### src/rtl/vpe_pkg.sv
`default_nettype none
// ============================================================================
//  Module   : vpe_pkg
//  Purpose  : Shared definitions for the VPE result drain: geometry
//             constants, element / lane types, the FIFO entry record and
//             the drain FSM state encoding.
//  Revision : 1.0 - initial release
// ============================================================================
package vpe_pkg;

    localparam int LANES         = 6;
    localparam int TILE          = 128;
    localparam int ELEM_W        = 8;
    localparam int BEAT_ELEMS    = 16;
    localparam int BEATS_PER_VEC = TILE / BEAT_ELEMS;

    localparam int LANE_W = (LANES > 1) ? $clog2(LANES) : 1;
    localparam int VEC_W  = TILE * ELEM_W;

    typedef logic [ELEM_W-1:0] elem_t;
    typedef logic [LANE_W-1:0] lane_idx_t;

    // One accepted VPE result. vec is element 0 in the LSBs.
    typedef struct packed {
        lane_idx_t        lane;
        logic             mode;   // 1 = scalar, 0 = vector
        logic [VEC_W-1:0] vec;
        elem_t            scal;
    } drain_entry_t;

    typedef enum logic [1:0] {
        IDLE      = 2'd0,
        SEND_VEC  = 2'd1,
        SEND_SCAL = 2'd2
    } drain_state_e;

    // Send state a result of the given mode starts in.
    function automatic drain_state_e mode_to_state(input logic mode);
        return mode ? SEND_SCAL : SEND_VEC;
    endfunction

endpackage : vpe_pkg
`default_nettype wire

### src/rtl/vpe_drain_fifo.sv
`default_nettype none
// ============================================================================
//  Module   : vpe_drain_fifo
//  Purpose  : Two-entry FIFO of drain_entry_t with registered occupancy.
//  Ports    : clk_i, rst_i (async, active-high)
//             push_i / push_entry_i  - write an entry (ignored when full)
//             pop_i                  - free the head (ignored when empty)
//             head_o                 - current head entry
//             second_mode_o          - mode of the entry behind the head
//             full_o, empty_o, count_o - occupancy status (registered)
//  Revision : 1.0 - initial release
// ============================================================================
module vpe_drain_fifo
    import vpe_pkg::*;
(
    input  logic         clk_i,
    input  logic         rst_i,
    input  logic         push_i,
    input  drain_entry_t push_entry_i,
    input  logic         pop_i,
    output drain_entry_t head_o,
    output logic         second_mode_o,
    output logic         full_o,
    output logic         empty_o,
    output logic [1:0]   count_o
);

    drain_entry_t mem_q [2];
    logic         wr_ptr_q;
    logic         rd_ptr_q;
    logic [1:0]   count_q;

    logic w_do_push;
    logic w_do_pop;

    assign full_o    = (count_q == 2'd2);
    assign empty_o   = (count_q == 2'd0);
    assign count_o   = count_q;
    assign w_do_push = push_i & ~full_o;
    assign w_do_pop  = pop_i & ~empty_o;

    always_ff @(posedge clk_i or posedge rst_i) begin
        if (rst_i) begin
            wr_ptr_q <= 1'b0;
            rd_ptr_q <= 1'b0;
            count_q  <= 2'd0;
        end else begin
            if (w_do_push) begin
                wr_ptr_q <= ~wr_ptr_q;
            end
            if (w_do_pop) begin
                rd_ptr_q <= ~rd_ptr_q;
            end
            // Simultaneous push and pop leaves occupancy unchanged.
            case ({w_do_push, w_do_pop})
                2'b10:   count_q <= count_q + 2'd1;
                2'b01:   count_q <= count_q - 2'd1;
                default: count_q <= count_q;
            endcase
        end
    end

    // Payload storage needs no reset: it is only observed behind count_q.
    always_ff @(posedge clk_i) begin
        if (w_do_push) begin
            mem_q[wr_ptr_q] <= push_entry_i;
        end
    end

    assign head_o        = mem_q[rd_ptr_q];
    assign second_mode_o = mem_q[~rd_ptr_q].mode;

endmodule : vpe_drain_fifo
`default_nettype wire

### src/rtl/vpe_result_drain.sv
`default_nettype none
// ============================================================================
//  Module   : vpe_result_drain
//  Purpose  : Accepts vector/scalar results from the VPE lanes into a
//             2-entry FIFO and streams them out in acceptance order as
//             BEAT_ELEMS-element beats (one beat for a scalar).
//  Ports    : clk_i, rst_i (async, active-high)
//             in_valid_i/in_ready_o, in_lane_i, in_mode_i, in_vec_i,
//             in_scal_i                 - result input handshake
//             out_valid_o/out_ready_i, out_data_o, out_lane_o,
//             out_scal_o, out_last_o    - beat output handshake
//             vec_cnt_o, scal_cnt_o     - only with VPE_DRAIN_CNT_EN
//  Config   : `define VPE_DRAIN_CNT_EN adds the completed-result counters.
//  Note     : FIFO entries use the vpe_pkg geometry; parameter overrides
//             must match the package values.
//  Revision : 1.0 - initial release
// ============================================================================
module vpe_result_drain #(
    parameter int LANES      = vpe_pkg::LANES,
    parameter int TILE       = vpe_pkg::TILE,
    parameter int ELEM_W     = vpe_pkg::ELEM_W,
    parameter int BEAT_ELEMS = vpe_pkg::BEAT_ELEMS
) (
    input  logic                         clk_i,
    input  logic                         rst_i,
    input  logic                         in_valid_i,
    output logic                         in_ready_o,
    input  logic [$clog2(LANES)-1:0]     in_lane_i,
    input  logic                         in_mode_i,
    input  logic [TILE*ELEM_W-1:0]       in_vec_i,
    input  logic [ELEM_W-1:0]            in_scal_i,
    output logic                         out_valid_o,
    input  logic                         out_ready_i,
    output logic [BEAT_ELEMS*ELEM_W-1:0] out_data_o,
    output logic [$clog2(LANES)-1:0]     out_lane_o,
    output logic                         out_scal_o,
`ifdef VPE_DRAIN_CNT_EN
    output logic [31:0]                  vec_cnt_o,
    output logic [31:0]                  scal_cnt_o,
`endif
    output logic                         out_last_o
);

    import vpe_pkg::*;

    localparam int c_BEATS  = TILE / BEAT_ELEMS;
    localparam int c_BEAT_W = BEAT_ELEMS * ELEM_W;
    localparam int c_CNT_W  = (c_BEATS > 1) ? $clog2(c_BEATS) : 1;
    localparam logic [c_CNT_W-1:0] c_LAST_BEAT = c_CNT_W'(c_BEATS - 1);

    drain_state_e       state_q;
    logic [c_CNT_W-1:0] beat_q;
    logic               ready_en_q;   // holds in_ready_o low until the first post-reset edge

    drain_entry_t w_push_entry;
    drain_entry_t w_head;
    logic         w_second_mode;
    logic         w_full;
    logic         w_empty;
    logic [1:0]   w_count;
    logic         w_push;
    logic         w_pop;
    logic         w_out_fire;
    logic         w_last_beat;
    logic         w_more_after_pop;
    logic         w_next_mode;

    // ------------------------------------------------------------------
    // Input side
    // ------------------------------------------------------------------
    assign w_push_entry = '{lane: in_lane_i, mode: in_mode_i,
                            vec: in_vec_i, scal: in_scal_i};

    assign in_ready_o = ready_en_q & ~w_full;
    assign w_push     = in_valid_i & in_ready_o;

    vpe_drain_fifo u_fifo (
        .clk_i         (clk_i),
        .rst_i         (rst_i),
        .push_i        (w_push),
        .push_entry_i  (w_push_entry),
        .pop_i         (w_pop),
        .head_o        (w_head),
        .second_mode_o (w_second_mode),
        .full_o        (w_full),
        .empty_o       (w_empty),
        .count_o       (w_count)
    );

    // ------------------------------------------------------------------
    // Beat sequencing
    // ------------------------------------------------------------------
    assign out_valid_o = (state_q == SEND_VEC) || (state_q == SEND_SCAL);
    assign out_scal_o  = (state_q == SEND_SCAL);
    assign w_last_beat = (state_q == SEND_SCAL) ||
                         ((state_q == SEND_VEC) && (beat_q == c_LAST_BEAT));
    assign out_last_o  = w_last_beat;
    assign w_out_fire  = out_valid_o & out_ready_i;
    assign w_pop       = w_out_fire & w_last_beat;

    // After the head pops, the next head is the second stored entry, or,
    // when only one entry was held, the result being pushed on this edge.
    assign w_more_after_pop = (w_count == 2'd2) | w_push;
    assign w_next_mode      = (w_count == 2'd2) ? w_second_mode : in_mode_i;

    always_ff @(posedge clk_i or posedge rst_i) begin
        if (rst_i) begin
            state_q    <= IDLE;
            beat_q     <= '0;
            ready_en_q <= 1'b0;
        end else begin
            ready_en_q <= 1'b1;
            case (state_q)
                IDLE: begin
                    if (!w_empty) begin
                        state_q <= mode_to_state(w_head.mode);
                    end
                end
                SEND_VEC, SEND_SCAL: begin
                    if (w_out_fire) begin
                        if (w_last_beat) begin
                            beat_q  <= '0;
                            state_q <= w_more_after_pop ? mode_to_state(w_next_mode)
                                                        : IDLE;
                        end else begin
                            beat_q <= beat_q + c_CNT_W'(1);
                        end
                    end
                end
                default: begin
                    state_q <= IDLE;
                    beat_q  <= '0;
                end
            endcase
        end
    end

    // ------------------------------------------------------------------
    // Output payload: decoded from registered state, forced to zero
    // whenever no beat is presented.
    // ------------------------------------------------------------------
    always_comb begin
        out_data_o = '0;
        out_lane_o = '0;
        if (state_q == SEND_VEC) begin
            out_data_o = w_head.vec[int'(beat_q)*c_BEAT_W +: c_BEAT_W];
            out_lane_o = w_head.lane;
        end else if (state_q == SEND_SCAL) begin
            out_data_o[ELEM_W-1:0] = w_head.scal;
            out_lane_o             = w_head.lane;
        end
    end

`ifdef VPE_DRAIN_CNT_EN
    // ------------------------------------------------------------------
    // Completed-result counters (wrap modulo 2^32)
    // ------------------------------------------------------------------
    logic [31:0] vec_cnt_q;
    logic [31:0] scal_cnt_q;

    always_ff @(posedge clk_i or posedge rst_i) begin
        if (rst_i) begin
            vec_cnt_q  <= 32'd0;
            scal_cnt_q <= 32'd0;
        end else begin
            if (w_pop && (state_q == SEND_VEC)) begin
                vec_cnt_q <= vec_cnt_q + 32'd1;
            end
            if (w_out_fire && (state_q == SEND_SCAL)) begin
                scal_cnt_q <= scal_cnt_q + 32'd1;
            end
        end
    end

    assign vec_cnt_o  = vec_cnt_q;
    assign scal_cnt_o = scal_cnt_q;
`endif

endmodule : vpe_result_drain
`default_nettype wire

### config.mk
export PLATFORM = sky130hd
export DESIGN_NAME = vpe_result_drain
export DESIGN_NICKNAME = d
export VERILOG_FILES = /design/src/rtl/vpe_pkg.sv /design/src/rtl/vpe_drain_fifo.sv /design/src/rtl/vpe_result_drain.sv
export SDC_FILE = /design/constraint.sdc
export NUM_CORES = 2
export LEC_CHECK = 0
export BUFFER_PORTS_ARGS = -buffer_cell sky130_fd_sc_hd__clkbuf_2
export CAP_MARGIN = 20
export CORE_AREA = 2 2 461 463
export CTS_CLUSTER_DIAMETER = 200
export DETAILED_ROUTE_END_ITERATION = 8
export DIE_AREA = 0 0 463 465
export SYNTH_ARGS = -nofsm -noshare
export SYNTH_HDL_FRONTEND = slang
export SYNTH_HIERARCHICAL = 1
export SYNTH_SLANG_ARGS = --single-unit
### constraint.sdc
create_clock -name clk_i -period 76.5 [get_ports clk_i]
set_input_delay 15.3 -clock clk_i [delete_from_list [all_inputs] [get_ports clk_i]]
set_output_delay 15.3 -clock clk_i [all_outputs]
set_load 0.05 [all_outputs]
=== Yosys cells after proc, flatten, opt, wreduce, memory -nomap -nowiden ===
Memory sizes are Yosys's and may differ from the RTL's.
Index checks and enable logic that the tools add are counted.

* Register bits: 10
* Latch bits: 0
* Bits in writable memories: 2072
* Bits in read-only memories: 0
* Input bits: 1040
* Word-level logic and storage cells: 60
* Memories: 1

* Add/subtract/negate cells: 3
* Multipliers: 0
* Div/mod/pow operators: 0
* Magnitude comparators: 0
* Equal/unequal tests: 9
* Shift operators: 1
* Mux-type cells: 19
* Bitwise gates (word level): 12
* Reductions and logical operators: 9

{| class="wikitable"
|+ Memory list
! memory !! depth !! bits a word !! rd ports !! clocked after Yosys merged registers in !! write ports !! line !! text
|-
| u_fifo.mem_q || 2 || 1036 || 2 || 0 || 1 || vpe_drain_fifo.sv:28 || <nowiki>drain_entry_t mem_q [2];</nowiki>
|}

{| class="wikitable"
|+ Operator list
! cell !! count
|-
| indexed part select 1024 x 11 -> 128 bit || 1
|-
| 2-to-1 mux 120 bit || 1
|-
| 2-to-1 mux 8 bit || 2
|-
| 2-to-1 mux 2 bit || 6
|-
| 2-to-1 mux 3 bit || 4
|-
| one-hot mux 2 bit (2 select lines) || 2
|-
| AND 1 bit || 6
|-
| equality test 2 bit (second input constant) || 3
|-
| inequality test 2 bit (second input constant) || 3
|-
| one-hot mux 3 bit (2 select lines) || 1
|-
| NOT 1 bit || 5
|-
| equality test 2 x 1 -> 1 bit (second input constant) || 2
|-
| logical NOT 2 bit || 2
|-
| adder 3 x 1 -> 3 bit (second input constant) || 1
|-
| equality test 3 bit (second input constant) || 1
|-
| 2-to-1 mux 1 bit || 3
|-
| AND reduction 3 bit || 1
|-
| adder 2 x 1 -> 2 bit (second input constant) || 1
|-
| logical OR 1 bit || 2
|-
| AND reduction 2 bit || 1
|-
| nonzero test 2 bit || 1
|-
| OR reduction 2 bit || 1
|-
| subtractor 2 x 1 -> 2 bit (second input constant) || 1
|-
| logical AND 1 bit || 1
|-
| OR 1 bit || 1
|}

=== Depth between registers and ports, before layout ===
* Word-level depth: 9
* Mapped depth: 10
* Gate-level depth less buffers: 9

=== Modules after synthesis ===
The synthesis kept the hierarchy.

{| class="wikitable"
|+ Modules (own cells, without submodules)
! module !! times used !! cells an instance !! area an instance (µm²) !! sequential area each (µm²)
|-
| vpe_drain_fifo || 1 || 3243 || 75292.2 || 62319.8
|-
| vpe_result_drain || 1 || 676 || 8927.3 || 150.1
|}

=== Worst setup path before layout ===
OpenSTA, ideal clock, no wires.

* Path type: input to register
* From: input port in_valid_i
* To: memory u_fifo/mem_q[0][0] (netlist bit), enable pin
* Data arrival time: 58423 ps
* Path slack: 15610 ps
* Stages on the path: 3
* Path through: and3b_1 > nand2_1 > nor2_1

* Cells in the longest elaborated chain, start to end: 4

{| class="wikitable"
|+ RTL lines
! element !! line !! text
|-
| from (decl) || vpe_result_drain.sv:26 || <nowiki>input logic in_valid_i,</nowiki>
|-
| AND 1 bit || vpe_result_drain.sv:75 || <nowiki>assign w_push = in_valid_i & in_ready_o;</nowiki>
|-
| AND 1 bit || vpe_drain_fifo.sv:39 || <nowiki>assign w_do_push = push_i & ~full_o;</nowiki>
|-
| 2-to-1 mux 1 bit || vpe_drain_fifo.sv:65 || <nowiki>if (w_do_push) begin</nowiki>
|-
| 2-to-1 mux 1 bit (implied by the code) || vpe_drain_fifo.sv:66 || <nowiki>mem_q[wr_ptr_q] <= push_entry_i;</nowiki>
|-
| to (decl) || vpe_drain_fifo.sv:28 ||
|}

No other way between the ends.

==> Flow_metrics.wiki <==
{| class="wikitable"
! Metric !! Value
|-
| Largest net degree at the start of global routing || 160
|-
| Clock-pin slew on the worst setup and hold paths || ~0.060 ns
|-
| Clock Tree Root || sky130_fd_sc_hd__clkbuf_16
|-
| Residual DRC count || 0
|-
| Setup fix buffers added after clock tree synthesis || 0
|-
| Total power || 3.453 mW
|-
| Total internal power || roughly 2.4 mW
|-
| Final total negative setup slack || 0 ns
|-
| CTS tree || built
|-
| Synth-to-layout area growth || 18.33%
|-
| Vertical die dimension || about 470 um
|-
| Worst path most repeated cell || sky130_fd_sc_hd__buf_4
|-
| Hold wc startpoint || u_fifo/count_o[1]
|-
| Wirelength per Cell || about 27 um
|-
| Max Clock Freq || around 0.045 GHz
|-
| Cell at the slowest stage of the critical path || sky130_fd_sc_hd__buf_4
|-
| Initial cell density of the core || 0.3995
|-
| Maximum vdd ir drop || around 0.027 mV
|-
| Number of max-cap violations || 0
|-
| Critical path capture point type || output port
|-
| Leakage power figure || between 30 and 40 nW
|-
| Min-delay worst type || reg2reg
|-
| P_sw || slightly above 1 mW
|-
| Post-synthesis instance total || 3919
|-
| First-pass GRT wire length || 315600 um
|-
| Max Slew Vio Count || 0
|-
| Final Setup Violations || 0
|-
| Gp weighted congestion || 0.8304
|-
| Comb power frac || 0.275
|-
| Post-route setup slack || ~54 ns
|-
| Worst Setup SP || u_fifo/rd_ptr_q
|-
| # IOs || between 1000 and 1500
|-
| Via Count || roughly 43000
|-
| Post-Syn Nets || 4966
|-
| Most common library cell in the layout ignoring fill and taps || sky130_fd_sc_hd__edfxtp_1
|-
| Latest clock arrival within the worst-skew pair || about 0.9 ns
|-
| Reg-to-Reg Start || u_fifo/count_o[0]
|-
| Portion of netlist area occupied by mux cells || 0.2213
|-
| Transition at the pin with the smallest max-transition slack || about 1.1 ns
|-
| Leading cell types in the layout, fill and taps excluded || sky130_fd_sc_hd__edfxtp_1, sky130_fd_sc_hd__clkbuf_2, sky130_fd_sc_hd__mux2_2
|-
| Slowest stage delay, CP || 0.84 ns
|-
| Number of fill cells in the layout || between 15000 and 20000
|-
| Switching power share of the total || 0.2921
|-
| Antenna violations before repair || between 100 and 150
|-
| Hold violation total from the final report || 0
|-
| Synth Area in Adders || 0.001040
|-
| Core Area || roughly 210000 um2
|-
| Post-layout min period || 22.01 ns
|-
| Post-DP Area || between 90000 and 100000 um2
|-
| Worst endpoint required time || ~61 ns
|-
| Post-Synth Simple-Gate Area || 0.01183
|-
| Drt via density || roughly 5.2
|-
| Worst hold slack after final layout || 0.5515 ns
|-
| Total overflow reported by the global router || 0
|-
| Dominant combinational cell family by area after synthesis || multiplexers
|-
| Arrival @ worst endpoint || roughly 6.7 ns
|-
| Number of cells upsized or downsized after cts || 0
|-
| Cts-stage hold buffer count || 0
|-
| XOR/XNOR share of the synthesized area || 0.0005200
|-
| Power density over cell area || around 35 nW/um2
|-
| Synthesis warning total || 6
|-
| Clock tree sinks || roughly 2100
|-
| Number of routed nets with antenna violations || 0
|-
| DR iter-0 viols || 3455
|-
| All-layer global routing usage || 0.2041
|-
| Floorplan die area || approximately 220000 um2
|-
| Post-synthesis instance area || approximately 84000 um2
|-
| Number of global-route vias before repair || 43541
|-
| Critical-path cell list || buf_4, buf_4, buf_4, buf_4, mux2_2, mux4_2, mux2i_1, nor2b_1, clkbuf_2
|-
| DRT Pass-1 Iters || 6
|-
| Final clock skew || 0.04774 ns
|-
| Startpoint Class || flip-flop
|-
| CTS H-tree depth || 4
|-
| Fraction of the mapped netlist area in compound gates || 0.002332
|-
| Total clock buffers created by CTS || 216
|-
| Period utilization || 0.2877
|-
| Synthesis-stage register bit count || roughly 2100
|-
| Unique cell type count in the Yosys netlist || 35
|-
| Final net count || between 6000 and 7000
|-
| Floorplan row count || 169
|-
| Sequential Power Share || 0.423
|-
| Result of the run || finished, final reports clean
|-
| Largest buffer count on any clock path || 3
|-
| Post-detailed-placement half-perimeter wirelength || between 150000 and 200000 um
|-
| Mean post-synth cell area || about 21 um2
|-
| Post-Place Setup Slack || ~55 ns
|-
| Setup repair after global routing missed its margin || false
|-
| Clock Power Share || 0.302
|-
| Part of the Yosys area used for sequential elements || 0.7418
|-
| Cell area after layout || 99660 um2
|-
| IO buf count || 1174
|-
| Layout cells sized above 1 || 0.5282
|-
| Maximum fanout along the worst path || 68
|-
| Setup Crit Path Kind || reg2out
|-
| Detailed-route wire length || 225800 um
|-
| Max_slew headroom || 0.2613
|-
| Die span in x || approximately 460 um
|}
-- per-layer routing --
layer  global-route usage  up-vias  part of all wire
met2               0.3335     1559              0.49
met3              0.06868      466             0.084
met4              0.07234      112             0.030
met1               0.2534    22020              0.39
li1                     -    18576                 -
met5                    0        -            0.0031
-- power by group through the flow --
stage | Sequential, mW | Clock (mW) | Combinational, mW
2_1_floorplan | 1.71 | 0 | 0.749
3_3_place_gp | 1.48 | 0 | 0.959
3_5_place_dp | 1.48 | 0 | 0.962
4_1_cts | 1.46 | 1.07 | 0.966
5_1_grt | 1.47 | 1.11 | 1.01
6_report | 1.46 | 1.04 | 0.950
-- worst paths after layout --
path | to | slack (ns) | depth (start not counted)
setup / recovery | out_data_o[85] | 54.49 | 9
hold / removal | u_fifo/count_o[1] | 0.55 | 1
setup reg to reg | u_fifo/mem_q[0][732] | 71.32 | 9
hold reg to reg | u_fifo/count_o[1] | 0.55 | 1
max in group asynchronous | beat_q[0] | 61.82 | 2
min in group asynchronous | u_fifo/wr_ptr_q | 14.32 | 2
-- worst max-delay path, delay by kind of cell, from the launching register on --
| family | cells | cell delay [ns] |
|---|---|---|
| buf+inv | 5 | 3.45 |
| flops | 1 | 0.79 |
| mux | 3 | 1.32 |
| simple gates | 1 | 0.11 |
-- synthesized netlist by cell type, drive strengths merged --
master / instances / share of area
nand2: 13 / 0.00058
o41ai: 1 / 0.00010
mux2: 1038 / 0.14
and3: 1 / 0.000074
o21ai: 2 / 0.00012
a21oi: 2 / 0.00012
mux4: 248 / 0.066
clkbuf: 29 / 0.0013
a31o: 1 / 0.00010
nand3: 4 / 0.00024
nand2b: 8 / 0.00059
xor2: 2 / 0.00021
a22oi: 5 / 0.00045
mux2i: 136 / 0.016
and3b: 1 / 0.00010
buf: 175 / 0.020
edfxtp: 2072 / 0.74
o221ai: 1 / 0.00010
a221o: 1 / 0.00012
xnor2: 3 / 0.00031
a32oi: 1 / 0.00010
ha: 7 / 0.0010
dfrtp: 10 / 0.0030
nor2: 8 / 0.00036
conb: 1 / 0.000045
o2111ai: 3 / 0.00031
a32o: 5 / 0.00059
nand4: 2 / 0.00015
a22o: 2 / 0.00021
nor2b: 131 / 0.0097
inv: 6 / 0.00027
-- kinds of logic (layout without fill, tap and decap cells) --
| logic type | count (synthesis) | after routing |
|---|---|---|
| flip-flops | 2082 | 2082 |
| multiplexers | 1422 | 1422 |
| buffers and inverters | 210 | 1645 |
| AND/OR/NAND/NOR | 168 | 168 |
| AO/OA/AOI/OAI | 24 | 24 |
| adder cells (fa/ha/maj) | 7 | 7 |
| XOR/XNOR | 5 | 5 |
| other | 1 | 64 |
-- area by class of cell --
type                            count  area (um2)  share of cell area
Multi-Input combinational cell   1627       19990              0.2006
Clock inverter                    139        1454             0.01459
Antenna cell                       63       157.7            0.001582
Timing Repair Buffer             1234        6416             0.06438
Clock buffer                      266        5603             0.05622
Tap cell                         2821        3530             0.03542
Inverter                            6       22.52           0.0002260
Sequential cell                  2082       62480              0.6270
-- metrics by stage --
| step | utilization | cells |
|---|---|---|
| after global placement | 0.4382 | 7768 |
| after detailed placement | 0.4382 | 7768 |
| after floorplan | - | 3919 |
| after global routing | 0.4724 | 8211 |
| final | 0.4727 | 8238 |
| after CTS | 0.4717 | 8173 |
-- sequential cells by signal, summed over array words and instances, names as in the netlist --
signal	count
u_fifo/rd_ptr_q	1
ready_en_q	1
state_q	2
u_fifo/count_o	2
beat_q	3
u_fifo/wr_ptr_q	1
u_fifo/mem_q	2072
(Power assumes the default switching activity.)
